===== src/rtl/fifo_wr_arbiter.sv =====
// Round-robin write-side arbiter: grants one producer at a time a burst of up to MAX_BURST
// words into a shared FIFO write port, with a per-word ack back to the owning producer.
module fifo_wr_arbiter #(
  parameter int unsigned NREQ      = 4,
  parameter int unsigned bitsize   = 44,
  parameter int unsigned MAX_BURST = 4,
  parameter int unsigned IDW       = 2
) (
  input  logic                    clk,
  input  logic                    rstp,
  input  logic [NREQ-1:0]         req,
  input  logic [NREQ*bitsize-1:0] req_data,
  output logic [NREQ-1:0]         ack,
  input  logic                    fifo_fullp,
  output logic                    fifo_writep,
  output logic [bitsize-1:0]      fifo_data,
  output logic                    grant_valid,
  output logic [IDW-1:0]          grant_id
);

  localparam int unsigned CW = $clog2(MAX_BURST) + 1;

  typedef enum logic {StIdle, StOwn} state_e;

  state_e         state_q;
  logic [IDW-1:0] owner_q;
  logic [IDW-1:0] last_owner_q;
  logic [CW-1:0]  burst_cnt_q;

  logic [bitsize-1:0] slices [NREQ];
  logic [IDW-1:0]     winner;
  logic               found;
  logic               own;

  always_comb begin
    for (int unsigned i = 0; i < NREQ; i++) begin
      slices[i] = req_data[i*bitsize +: bitsize];
    end
  end

  // Scan starts one past the previous owner so every requester is served in turn.
  always_comb begin
    winner = '0;
    found  = 1'b0;
    for (int unsigned k = 1; k <= NREQ; k++) begin
      int unsigned idx;
      idx = (int'(last_owner_q) + k) % NREQ;
      if (!found && req[idx]) begin
        found  = 1'b1;
        winner = IDW'(idx);
      end
    end
  end

  assign own = (state_q == StOwn);

  always_comb begin
    fifo_writep = !rstp && own && req[owner_q] && !fifo_fullp;
    ack         = '0;
    if (fifo_writep) begin
      ack[owner_q] = 1'b1;
    end
    fifo_data   = (own && !rstp) ? slices[owner_q] : '0;
    grant_valid = own && !rstp;
    grant_id    = owner_q;
  end

  always_ff @(posedge clk) begin
    if (rstp) begin
      state_q      <= StIdle;
      owner_q      <= '0;
      last_owner_q <= IDW'(NREQ - 1);
      burst_cnt_q  <= '0;
    end else begin
      case (state_q)
        StIdle: begin
          if (found) begin
            owner_q     <= winner;
            burst_cnt_q <= '0;
            state_q     <= StOwn;
          end
        end
        StOwn: begin
          if (!req[owner_q]) begin
            state_q      <= StIdle;
            last_owner_q <= owner_q;
          end else if (fifo_writep) begin
            burst_cnt_q <= burst_cnt_q + CW'(1);
            if (burst_cnt_q == CW'(MAX_BURST - 1)) begin
              state_q      <= StIdle;
              last_owner_q <= owner_q;
            end
          end
        end
        default: state_q <= StIdle;
      endcase
    end
  end

endmodule


===== config.mk =====
export PLATFORM = sky130hd
export DESIGN_NAME = fifo_wr_arbiter
export DESIGN_NICKNAME = d
export VERILOG_FILES = /design/src/rtl/fifo_wr_arbiter.sv
export SDC_FILE = /design/constraint.sdc
export NUM_CORES = 1
export LEC_CHECK = 0
export ABC_AREA = 1
export CAP_MARGIN = 10
export CORE_AREA = 3 3 90 92
export CTS_BUF_LIST = sky130_fd_sc_hd__clkbuf_4
export DETAILED_ROUTE_END_ITERATION = 16
export DIE_AREA = 0 0 93 95
export DONT_BUFFER_PORTS = 1
export GPL_ROUTABILITY_DRIVEN = 0
export PLACE_DENSITY = 0.46
export SLEW_MARGIN = 20
export SYNTH_ARGS = -nofsm -noshare
export SYNTH_HDL_FRONTEND = slang
export SYNTH_SLANG_ARGS = --single-unit

===== constraint.sdc =====
create_clock -name clk -period 2.35 [get_ports clk]
set_clock_uncertainty 0.1 [all_clocks]
set_input_delay 0.235 -clock clk [delete_from_list [all_inputs] [get_ports clk]]
set_output_delay 0.235 -clock clk [all_outputs]
set_load 0.03 [all_outputs]

==> run metrics, run 1 <==
outcome=finished, final reports clean; M1 wire length=3350 um; CTS tree=yes; DR iter-0 viols=117; CP Max Fanout=44; sw power=1.79 mW; Final min period=2130 ps; Pre-antenna DRT Iters=4; ranking of synthesized cells by area=a22oi_1 (38%), a21oi_1 (13%), nand2_1 (9.5%), dfxtp_1 (9.2%), inv_1 (2.8%); CTS H-tree depth=1; clock group share of total power=3.8%; Slew headroom=68.5%; most frequent cells in the layout=a22oi_1 (88), buf_4 (59), a21oi_1 (47); wire length on met2=4400 um; crit share post-route=90.8%; top layer reached by signal wires=met5; Distinct cells, synth=31; kind of cell adding the most delay to the critical path=buffers and inverters; R2R Setup Slk=650 ps; CP Data Arrival Time=1800 ps; via count=2414; Layout Area Growth over Synthesis=28.8%; fmax=469 MHz; Mapped Avg Cell Area=6.32 um2; maximum capacitance violations=0; syn_nets=461; die span in x=93 um; Initial Util=23.9%; ANT nets after route=0; clock buffer depth=2; post-DP HPWL=7460 um; Root Buffer=clkbuf_4; Setup crit end kind=output pin; post-synthesis register bit count=8; buffers added on ports=0; post-route DRC violation count=0; Routed WL=8940 um; yosys warns=0; Seq/Total Area, Yosys=9.18%; crit-path cells=nor2_4, buf_4, a22oi_1, a21oi_1, buf_4; clk sinks=8; max incr delay on CP=410 ps; Crit path buffers/inverters=2; final hold slack=87.6 ps; core box area=7290 um2; Fill cells=780; Most common cell on crit path=buf_4; hold crit path type=primary input to flip-flop; RSZ-0062 raised after global routing=false; commonest non-fill, non-tap cell in the layout=a22oi_1; Util after Layout=30.8%; grt ovf=0; post-CTS setup buffers=0; Max VDD drop=0.541 mV; Worst Path Required=2020 ps; Synth top area share=37.8%; internal power=1.14 mW; Clock Latency Late Sink=260 ps; P_leak=0.946 nW; antenna violations before repair=7; Gate Count Post-Synth=276; biggest area consumer among synthesized cells=a22oi_1; Logic pwr share=86.6%; Critical-path top delay cell=buf_4; Clock Pin Slew Worst Setup and Hold Paths=60 ps; Reg power frac=9.6%; chip height=95 um; pin count of the biggest net entering global routing=45; I/O pin cnt=235; Setup CP Type=flip-flop to output pin; Total GRT Usage=17.7%; Slew Limit Fails=0; Via density=5.80; Final nets=503; Post-Syn Area=1750 um2; Post-DP Area=2210 um2; # rows=31; Final Hold Fails=0; Cell Pwr Density=1300 nW/um2; Setup crit start kind=flip-flop; first-pass GRT wire length=12100 um; Final setup viols=0; slew of the pin with the lowest slew margin=473 ps; setup_tns=0 ps; Num CTS Buffers=3; vias in the first global route=2151; layout cells sized above 1=27.2%; DR WL/cell=21.5 um; design area=2250 um2; Die ar.=8840 um2; sw frac=61.0%; met3 routed WL=1040 um
==> worst paths after layout <==
kind	start	to	depth (start not counted)
worst max-delay path	grant_id[1]$_SDFFE_PP0P_	fifo_data[21]	5
worst min-delay path	rstp	last_owner_q[0]$_SDFFE_PP1P_	2
worst max register to register	last_owner_q[0]$_SDFFE_PP1P_	burst_cnt_q[1]$_SDFFE_PP0P_	10
worst min register to register	burst_cnt_q[0]$_SDFFE_PP0P_	burst_cnt_q[0]$_SDFFE_PP0P_	1
==> area by class of cell <==
cell class	count	area [um2]	area share, %
Clock buffer	3	22.5	1.00
Sequential cell	8	163	7.23
Tap cell	99	124	5.51
Multi-Input combinational cell	224	1380	61.5
Antenna cell	1	2.50	0.111
Inverter	20	80.1	3.56
Timing Repair Buffer	61	473	21.0
==> per-layer routing <==
metal,global-route usage (%),up-vias
met3,9.08,16
met4,1.10,12
met5,0,-
met1,21.6,1124
li1,-,1127
met2,29.1,135
==> what timing repair did <==
item,CTS,global route
resized for setup,0,2
endpoints found under the hold margin,2,0
hold buffers,1,0
endpoints found under the setup margin,0,20
==> Yosys cell counts (all sizes together) <==
cell     number
clkinv        1
nand3         9
nand2        50
o21ai         3
o211ai        3
clkbuf       10
a22oi        88
dfxtp         8
a31oi         1
buf          14
nor3          3
ha            2
nor2         13
inv          19
nand4         2
o2111ai       1
a21boi        1
or2           1
a21oi        47
==> cell families (layout without fill, tap and decap cells) <==
family	Yosys count	in the layout	share of synthesized area, %
flip-flops	8	8	9.18
buffers and inverters	44	84	11.5
AO/OA/AOI/OAI	144	144	55.3
other	0	1	0
adder cells (fa/ha/maj)	2	2	1.43
AND/OR/NAND/NOR	78	78	22.5
==> state kept, by name, summed over array words and instances, names as in the netlist <==
signal,count
last_owner_q,2
burst_cnt_q,3
own,1
grant_id,2
==> metrics by stage <==
| step | instances | power, mW | setup slack (ps) |
|---|---|---|---|
| floorplan | 276 | 2.19 | 189 |
| global placement | 411 | 2.77 | 411 |
| detailed placement | 411 | 2.82 | 356 |
| CTS | 415 | 2.94 | 71.5 |
| global route | 415 | 3.20 | 109 |
| finish | 416 | 2.93 | 217 |
==> power groups by stage <==
stage               clock network [mW]  logic (mW)  registers [mW]
floorplan                            0        1.96           0.235
global placement                     0        2.50           0.277
detailed placement                   0        2.54           0.278
CTS                              0.114        2.55           0.275
global route                     0.123        2.78           0.292
finish                           0.111        2.54           0.280
Note: power is estimated with default switching activity, not from simulation.
==> inputs of run 2 (changes only) <==
Settings changed: CELL_PAD_IN_SITES_DETAIL_PLACEMENT set to 0, CELL_PAD_IN_SITES_GLOBAL_PLACEMENT set to 1, PLACE_DENSITY 0.46 to 0.65.
==> run 2 against run 1 <==
Compared with the run above:
- hold slack lost 2.9 ps
- global-route usage shrank 1.5 points
- worst setup slack gained 22 ps
- sequential power shrank 3%
- sequential cell count is the same
- design area grew 0.56%
- critical path type unchanged
- critical endpoint is now ack[1]
- largest cell class unchanged
==> run metrics, run 2 (synthesis results as in run 1) <==
outcome=finished, final reports clean; DR WL/cell=19.6 um; Inst Count DP=411; Final nets=503; vias in the first global route=2164; I/O pin cnt=235; Final Hold Fails=0; post-CTS setup buffers=0; final hold slack=84.7 ps; non-filler cells, final=416; Largest register FFs=3; Clock Latency Late Sink=260 ps; maximum capacitance violations=0; antenna violations before repair=2; # rows=31; die span in x=93 um; buffers added on ports=0; Routed WL=8150 um; Pre-antenna DRT Iters=4; layout cells sized above 1=27.2%; Num CTS Buffers=3; Post-Place Worst Slack=414 ps; Initial Util=23.9%; largest reg by FF count=burst_cnt_q; crit share post-route=89.8%; DR iter-0 viols=114; CP Data Arrival Time=1780 ps; Root Buffer=clkbuf_4; grt ovf=0; P_leak=0.949 nW; met3 usage=5.02%; Total GRT Usage=16.2%; met2 GRT Util=26.4%; Slew Limit Fails=0; commonest non-fill, non-tap cell in the layout=a22oi_1; slew of the pin with the lowest slew margin=436 ps; fmax=474 MHz; Final min period=2110 ps; post-route DRC violation count=0; Final WS setup=239 ps; most frequent cells in the layout=a22oi_1 (88), buf_4 (58), a21oi_1 (47); Post-DP Area=2220 um2; Clock Pin Slew Worst Setup and Hold Paths=50 ps; clk sinks=8; design area=2260 um2; CTS H-tree depth=1; total power=2.98 mW; met1 usage=21.7%; clock buffer depth=2; hold crit path type=primary input to flip-flop; Setup crit start kind=flip-flop; Worst Path Required=2020 ps; Layout Area Growth over Synthesis=29.5%; Util after Layout=31.0%; CP Max Fanout=15; first-pass GRT wire length=11300 um; Via density=5.74; Cell Pwr Density=1320 nW/um2; CTS tree=yes; chip height=95 um; Slew headroom=71.0%; pin count of the biggest net entering global routing=45; Setup crit end kind=output pin; ANT nets after route=0; setup_tns=0 ps; Die ar.=8840 um2; Max VDD drop=0.602 mV; via count=2387; GRT Max-Usage Layer=met2; Setup CP Type=flip-flop to output pin; post-DP HPWL=6800 um; RSZ-0062 raised after global routing=false; core box area=7290 um2; Final setup viols=0
## run 2: power breakdown
group,internal [mW],switching (mW),leakage [nW]
clock,0.0586,0.0497,0.0138
sequential,0.180,0.0921,0.0664
combinational,0.935,1.67,0.869
total,1.17,1.81,0.949
## run 2: per-layer routing
| metal | wire length, um | vias to the layer above |
|---|---|---|
| met5 | 11 | - |
| met4 | 32 | 2 |
| met3 | 834 | 10 |
| met2 | 4070 | 153 |
| met1 | 3210 | 1091 |
| li1 | - | 1131 |
## run 2: final timing paths
kind,slack (ps),end,start,cells past startpoint
max,240,ack[1],grant_id[0]$_SDFFE_PP0P_,7
min,80,last_owner_q[0]$_SDFFE_PP1P_,rstp,2
max reg2reg,600,burst_cnt_q[1]$_SDFFE_PP0P_,last_owner_q[0]$_SDFFE_PP1P_,10
min reg2reg,370,burst_cnt_q[0]$_SDFFE_PP0P_,burst_cnt_q[0]$_SDFFE_PP0P_,1
## run 2: critical path, cell delays in order, from the launching register on
cell and delay [ps]:
dfxtp_2 410, inv_4 80, nor2_8 230, nand2_1 100
o2111ai_2 130, nand2_4 130, nor3_1 220, buf_4 210
## run 2: what timing repair did
item | in CTS | in global routing
endpoints found under the hold margin | 2 | 0
resized for setup | 0 | 2
hold buffers | 1 | 0
setup endpoints to repair | 0 | 3
## run 2: area by class of cell
type	instances	area (um2)
diodes	1	2.50
clock buffers	3	22.5
fillers	802	5030
inverters	20	80.1
multi-input cells	224	1380
flip-flops and latches	8	163
well taps	99	124
repair buffers	61	485
